==> src/rtl/alu_result_stage_if.sv <==
// Handshake bundle between the ALU result stage, its producer and its consumer.
// The slave modport is the stage's view; the master modport drives it.
interface alu_result_stage_if #(
   parameter int unsigned N = 8
);
   logic         in_valid;
   logic         in_ready;
   logic [N-1:0] result;
   logic         carry;
   logic         overflow;
   logic         out_valid;
   logic         out_ready;
   logic [N-1:0] out;
   logic [3:0]   flags;

   modport slave (
      input  in_valid,
      output in_ready,
      input  result,
      input  carry,
      input  overflow,
      output out_valid,
      input  out_ready,
      output out,
      output flags
   );

   modport master (
      output in_valid,
      input  in_ready,
      output result,
      output carry,
      output overflow,
      input  out_valid,
      output out_ready,
      input  out,
      input  flags
   );
endinterface

==> src/rtl/alu_result_stage.sv <==
// Registered ALU output stage: derives N/Z/C/V flags at capture and buffers up
// to two {result, flags} entries in a skid FIFO, plus a sticky overflow flag.
module alu_result_stage #(
   parameter int unsigned N = 8
) (
   input  logic                  clk_i,
   input  logic                  rst_ni,
   alu_result_stage_if.slave     bus,
   input  logic                  clr_sticky_i,
   output logic                  sticky_v_o
);

   localparam int unsigned EntryW = N + 4;

   logic [EntryW-1:0] mem_q [2];
   logic [1:0]        count_q, count_d;
   logic              rd_ptr_q, rd_ptr_d;
   logic              wr_ptr_q, wr_ptr_d;
   logic              sticky_q, sticky_d;
   logic              push, pop;
   logic [3:0]        new_flags;

   // Handshake outputs depend only on the registered count.
   assign bus.in_ready  = (count_q != 2'd2);
   assign bus.out_valid = (count_q != 2'd0);

   assign push = bus.in_valid & bus.in_ready;
   assign pop  = bus.out_valid & bus.out_ready;

   assign new_flags = {bus.result[N-1], (bus.result == '0), bus.carry, bus.overflow};

   always_comb begin
      count_d  = count_q;
      rd_ptr_d = rd_ptr_q;
      wr_ptr_d = wr_ptr_q;
      sticky_d = sticky_q;
      if (push) begin
         wr_ptr_d = ~wr_ptr_q;
      end
      if (pop) begin
         rd_ptr_d = ~rd_ptr_q;
      end
      if (push && !pop) begin
         count_d = count_q + 2'd1;
      end else if (pop && !push) begin
         count_d = count_q - 2'd1;
      end
      if (clr_sticky_i) begin
         sticky_d = 1'b0;
      end
      // Setting on an overflowing push takes priority over a clear.
      if (push && bus.overflow) begin
         sticky_d = 1'b1;
      end
   end

   always_ff @(posedge clk_i) begin
      if (!rst_ni) begin
         count_q  <= 2'd0;
         rd_ptr_q <= 1'b0;
         wr_ptr_q <= 1'b0;
         sticky_q <= 1'b0;
         for (int i = 0; i < 2; i++) begin
            mem_q[i] <= '0;
         end
      end else begin
         count_q  <= count_d;
         rd_ptr_q <= rd_ptr_d;
         wr_ptr_q <= wr_ptr_d;
         sticky_q <= sticky_d;
         if (push) begin
            mem_q[wr_ptr_q] <= {bus.result, new_flags};
         end
      end
   end

   assign bus.out    = mem_q[rd_ptr_q][EntryW-1:4];
   assign bus.flags  = mem_q[rd_ptr_q][3:0];
   assign sticky_v_o = sticky_q;

endmodule

==> src/flat_wrapper.sv <==
// flat-port wrapper written by rule: the top's interface ports become plain ports
module alu_result_stage_flat 
#(
   parameter int unsigned N = 8
)
  (clk_i, rst_ni, clr_sticky_i, sticky_v_o, bus_in_valid, bus_in_ready, bus_result, bus_carry, bus_overflow, bus_out_valid, bus_out_ready, bus_out, bus_flags);
  alu_result_stage_if #(.N(N)) bus_i ();
  input  logic clk_i;
  input  logic rst_ni;
  input  logic clr_sticky_i;
  output logic sticky_v_o;
  input wire logic [$bits(bus_i.in_valid)-1:0] bus_in_valid;
  output wire logic [$bits(bus_i.in_ready)-1:0] bus_in_ready;
  input wire logic [$bits(bus_i.result)-1:0] bus_result;
  input wire logic [$bits(bus_i.carry)-1:0] bus_carry;
  input wire logic [$bits(bus_i.overflow)-1:0] bus_overflow;
  output wire logic [$bits(bus_i.out_valid)-1:0] bus_out_valid;
  input wire logic [$bits(bus_i.out_ready)-1:0] bus_out_ready;
  output wire logic [$bits(bus_i.out)-1:0] bus_out;
  output wire logic [$bits(bus_i.flags)-1:0] bus_flags;
  assign bus_i.in_valid = bus_in_valid;
  assign bus_in_ready = bus_i.in_ready;
  assign bus_i.result = bus_result;
  assign bus_i.carry = bus_carry;
  assign bus_i.overflow = bus_overflow;
  assign bus_out_valid = bus_i.out_valid;
  assign bus_i.out_ready = bus_out_ready;
  assign bus_out = bus_i.out;
  assign bus_flags = bus_i.flags;
  alu_result_stage #(.N(N)) u_core (.clk_i(clk_i), .rst_ni(rst_ni), .bus(bus_i), .clr_sticky_i(clr_sticky_i), .sticky_v_o(sticky_v_o));
endmodule
==> config.mk <==
export PLATFORM = sky130hd
export DESIGN_NAME = alu_result_stage_flat
export DESIGN_NICKNAME = d
export VERILOG_FILES = /design/src/rtl/alu_result_stage_if.sv /design/src/rtl/alu_result_stage.sv /design/src/flat_wrapper.sv
export SDC_FILE = /design/constraint.sdc
export NUM_CORES = 1
export LEC_CHECK = 0
export CAP_MARGIN = 20
export CORE_UTILIZATION = 48
export CTS_CLUSTER_DIAMETER = 150
export CTS_CLUSTER_SIZE = 10
export DETAILED_ROUTE_END_ITERATION = 8
export PLACE_DENSITY_LB_ADDON = 0.05
export SETUP_SLACK_MARGIN = 0.15
export SYNTH_ARGS = -nofsm -noshare
export SYNTH_HDL_FRONTEND = slang
export SYNTH_SLANG_ARGS = --single-unit
==> constraint.sdc <==
create_clock -name clk_i -period 1.85 [get_ports clk_i]
set_input_delay 0.185 -clock clk_i [delete_from_list [all_inputs] [get_ports clk_i]]
set_output_delay 0.185 -clock clk_i [all_outputs]
set_load 0.02 [all_outputs]
==> summary.md, run 1 <==
| Metric | Value |
|---|---|
| Run status | completed |
| H-Tree Depth | 1 |
| Mean routed wirelength per cell | 14.2 µm |
| Die height | 53.5 µm |
| Hpwl dp | 1620 µm |
| Slew @ Worst Pin | 0.429 ns |
| Final period util | 89.2% |
| First-pass GRT wire length | 3470 µm |
| Startpoint Class | register |
| Post-synthesis cell type count | 25 |
| Leakage | 0.636 nW |
| Mapped Area | 1270 µm² |
| Layout Cells excl Fill | 158 |
| Sequential area share after synthesis | 61.4% |
| Synthesized net count | 111 |
| Die Wd | 53.5 µm |
| GR Overflow Total | 0 |
| Final wirelength | 2250 µm |
| Primary FF master, synth | edfxtp_1 |
| Max Freq | 606 MHz |
| Synth area leaders | edfxtp_1, and2_1, mux2_2, dfxtp_1, buf_6 |
| Grt met1 use | 18.7% |
| Crit Path Class | register to output pin |
| DRT Pass-1 Iters | 4 |
| CP endpoint kind | output pin |
| Hold Vio Cnt, Final | 0 |
| Setup violations, final | 0 |
| Placer Congestion | 0.671 |
| PortBufs | 29 |
| Vias per cell | 5.09 |
| Fraction of layout cells with a size suffix above 1 | 18.8% |
| Via count | 805 |
| CTS tree | done |
| Met2 Use GR | 34.4% |
| Core Rows | 18 |
| DP Area | 1590 µm² |
| Initial core utilization | 50.9% |
| Max Cap Viol | 0 |
| Fin Setup TNS | 0 ns |
| Worst endpoint data arrival time | 1.46 ns |
| Later-pin clock latency in the skew report | 0.32 ns |
| Die ar. | 2860 µm² |
| RSZ-0062 raised after global routing | yes |
| CTS Root Cell | clkbuf_4 |
| Syn avg cell area | 13.4 µm² |
| Pre-CTS WS | 0.0485 ns |
| Layout area overhead | 26.5% |
| Antenna diode count | 0 |
| Post-synth EDFFs | 22 |
| IO Pins | 30 |
| Hold Crit Class | primary input to register |
| Leading area contributor after synthesis | edfxtp_1 |
| Power Dens Cells | 1110 nW/µm² |
| Post-route cell area | 1610 µm² |
| GRT Overall Usage | 17.9% |
| Max clock buf depth | 2 |
| Vias in the first global route | 760 |
| Total CTS buffers | 3 |
| Peak fanout along the critical path | 11 |
| Synth cell count leaders | edfxtp_1, and2_1, mux2_2, dfxtp_1, nor2_1 |
| Clock transition at path regs | 0.16 ns |
| Tmin final | 1.65 ns |
| Most used routing layer | met2 |
| VDD IR max | 0.842 mV |
| Ys async rst share | 0% |
| Met3 Use GR | 2.59% |
| Slew headroom | 71.2% |
| Post-Syn Instances | 95 |
| Post-Place Cells | 154 |
| Clock tree sinks | 28 |
| Post-DRT Antenna Nets | 0 |
| Core box area | 2500 µm² |
| 1st-iter DRT viols | 13 |
| Max-slew violations | 0 |
| Critical Path RT | 1.66 ns |
| Initial antenna violation count | 0 |
| Area fraction of the dominant cell type after synthesis | 52.0% |
| Final Hold Slack | 0.467 ns |
| Skew final | 0.0140 ns |
| Final nets | 145 |
| Largest net degree at the start of global routing | 16 |
| Min setup slack post-route | 0.200 ns |
| #FFs+latches synth | 28 |
| Top-count cell post-synth | edfxtp_1 |
| DRC | 0 |
| Syn. warnings | 0 |
==> final timing paths <==
| path | start | endpoint | slack [ns] | depth (start not counted) |
|---|---|---|---|---|
| worst min register to register | u_core.sticky_v_o$_SDFFE_PN0P_ | u_core.sticky_v_o$_SDFFE_PN0P_ | 0.53 | 2 |
| worst min-delay path | clr_sticky_i | u_core.sticky_v_o$_SDFFE_PN0P_ | 0.47 | 4 |
| worst max register to register | u_core.count_q[0]$_SDFFE_PN0P_ | u_core.count_q[1]$_SDFFE_PN0P_ | 0.21 | 5 |
| worst max-delay path | register | bus_flags[3] | 0.20 | 3 |
==> layout make-up <==
class / instances / area [µm²]
clock buffer: 4 / 26.3
fill: 232 / 892
inverter: 2 / 7.51
multi-input combinational: 60 / 437
sequential: 28 / 781
tap: 30 / 37.5
timing repair buffer: 34 / 319
==> power breakdown <==
| group | internal (W) | total (W) | switching (W) |
|---|---|---|---|
| Sequential | 0.000788 | 0.000836 | 0.0000482 |
| Clock | 0.0000843 | 0.000260 | 0.000176 |
| Combinational | 0.000335 | 0.000695 | 0.000360 |
==> per-stage QoR <==
step                      utilization (%)  total power [W]
after floorplan                         -          0.00131
after global placement               63.6          0.00158
after detailed placement             63.6          0.00161
after CTS                            64.1          0.00178
after global routing                 64.3          0.00188
final                                64.3          0.00179
==> cell families (layout without fill, tap and decap cells) <==
logic type / count (synthesis) / after routing / synth area share (%)
buf+inv: 7 / 40 / 4.23
compound gates: 6 / 6 / 3.05
mux: 11 / 11 / 9.74
fa+ha+maj: 1 / 1 / 0.984
flops: 28 / 28 / 61.4
xor+xnor: 3 / 3 / 2.07
simple gates: 39 / 39 / 18.5
==> flip-flops by register name (all words and copies together) (netlist names), named ones only <==
name / flops
u_core.mem_q: 22
u_core.count_q: 2
u_core.rd_ptr_q: 1
u_core.sticky_v_o: 1
u_core.wr_ptr_q: 1
==> routing by layer <==
layer | routed length (µm) | vias to the layer above
met5 | 0 | -
met4 | 19 | 0
met3 | 78 | 2
met2 | 1210 | 16
met1 | 939 | 385
li1 | - | 402
==> cells in the final DEF (no fill, tap or decap) <==
master           instances
o21ai_1                  1
a32oi_1                  1
clkbuf_2                 2
buf_4                    4
xor2_1                   3
dfxtp_1                  6
and4_1                   1
clkbuf_1                 1
inv_1                    2
dlygate4sd2_1            2
or3_1                    1
nand3b_1                 1
ha_1                     1
edfxtp_1                22
and3_1                   1
nand4_1                  1
clkdlybuf4s15_1         10
clkdlybuf4s50_1         15
o21ai_0                  1
or2_2                    1
a21bo_2                  1
nor4_1                   2
and2_1                  21
nand2_1                  3
clkbuf_4                 3
and4b_4                  1
a21oi_1                  2
mux2_2                  11
buf_6                    1
nor2_1                   5
nand2b_1                 1
==> repair_timing <==
action	4_1_cts	5_1_grt
pin swaps	0	0
setup endpoints to repair	14	13
setup buffers	0	0
hold buffers	0	0
gates resized for setup	15	15
==> worst max-delay path: stages (launching register included) <==
cell and delay [ns]:
dfxtp_1 0.35, buf_6 0.16, mux2_2 0.35, clkdlybuf4s15_1 0.29
No activity file was read; power rests on OpenSTA's default activity.
==> run 2: changes to the inputs <==
--- a/config.mk
+++ b/config.mk
@@ -8,7 +8,6 @@
 export CAP_MARGIN = 20
 export CORE_UTILIZATION = 48
 export CTS_CLUSTER_DIAMETER = 150
-export CTS_CLUSTER_SIZE = 10
 export DETAILED_ROUTE_END_ITERATION = 8
 export PLACE_DENSITY_LB_ADDON = 0.05
 export SETUP_SLACK_MARGIN = 0.15
==> results of run 2 <==
The final DEF is identical to that of run 1; final timing and power are the same.
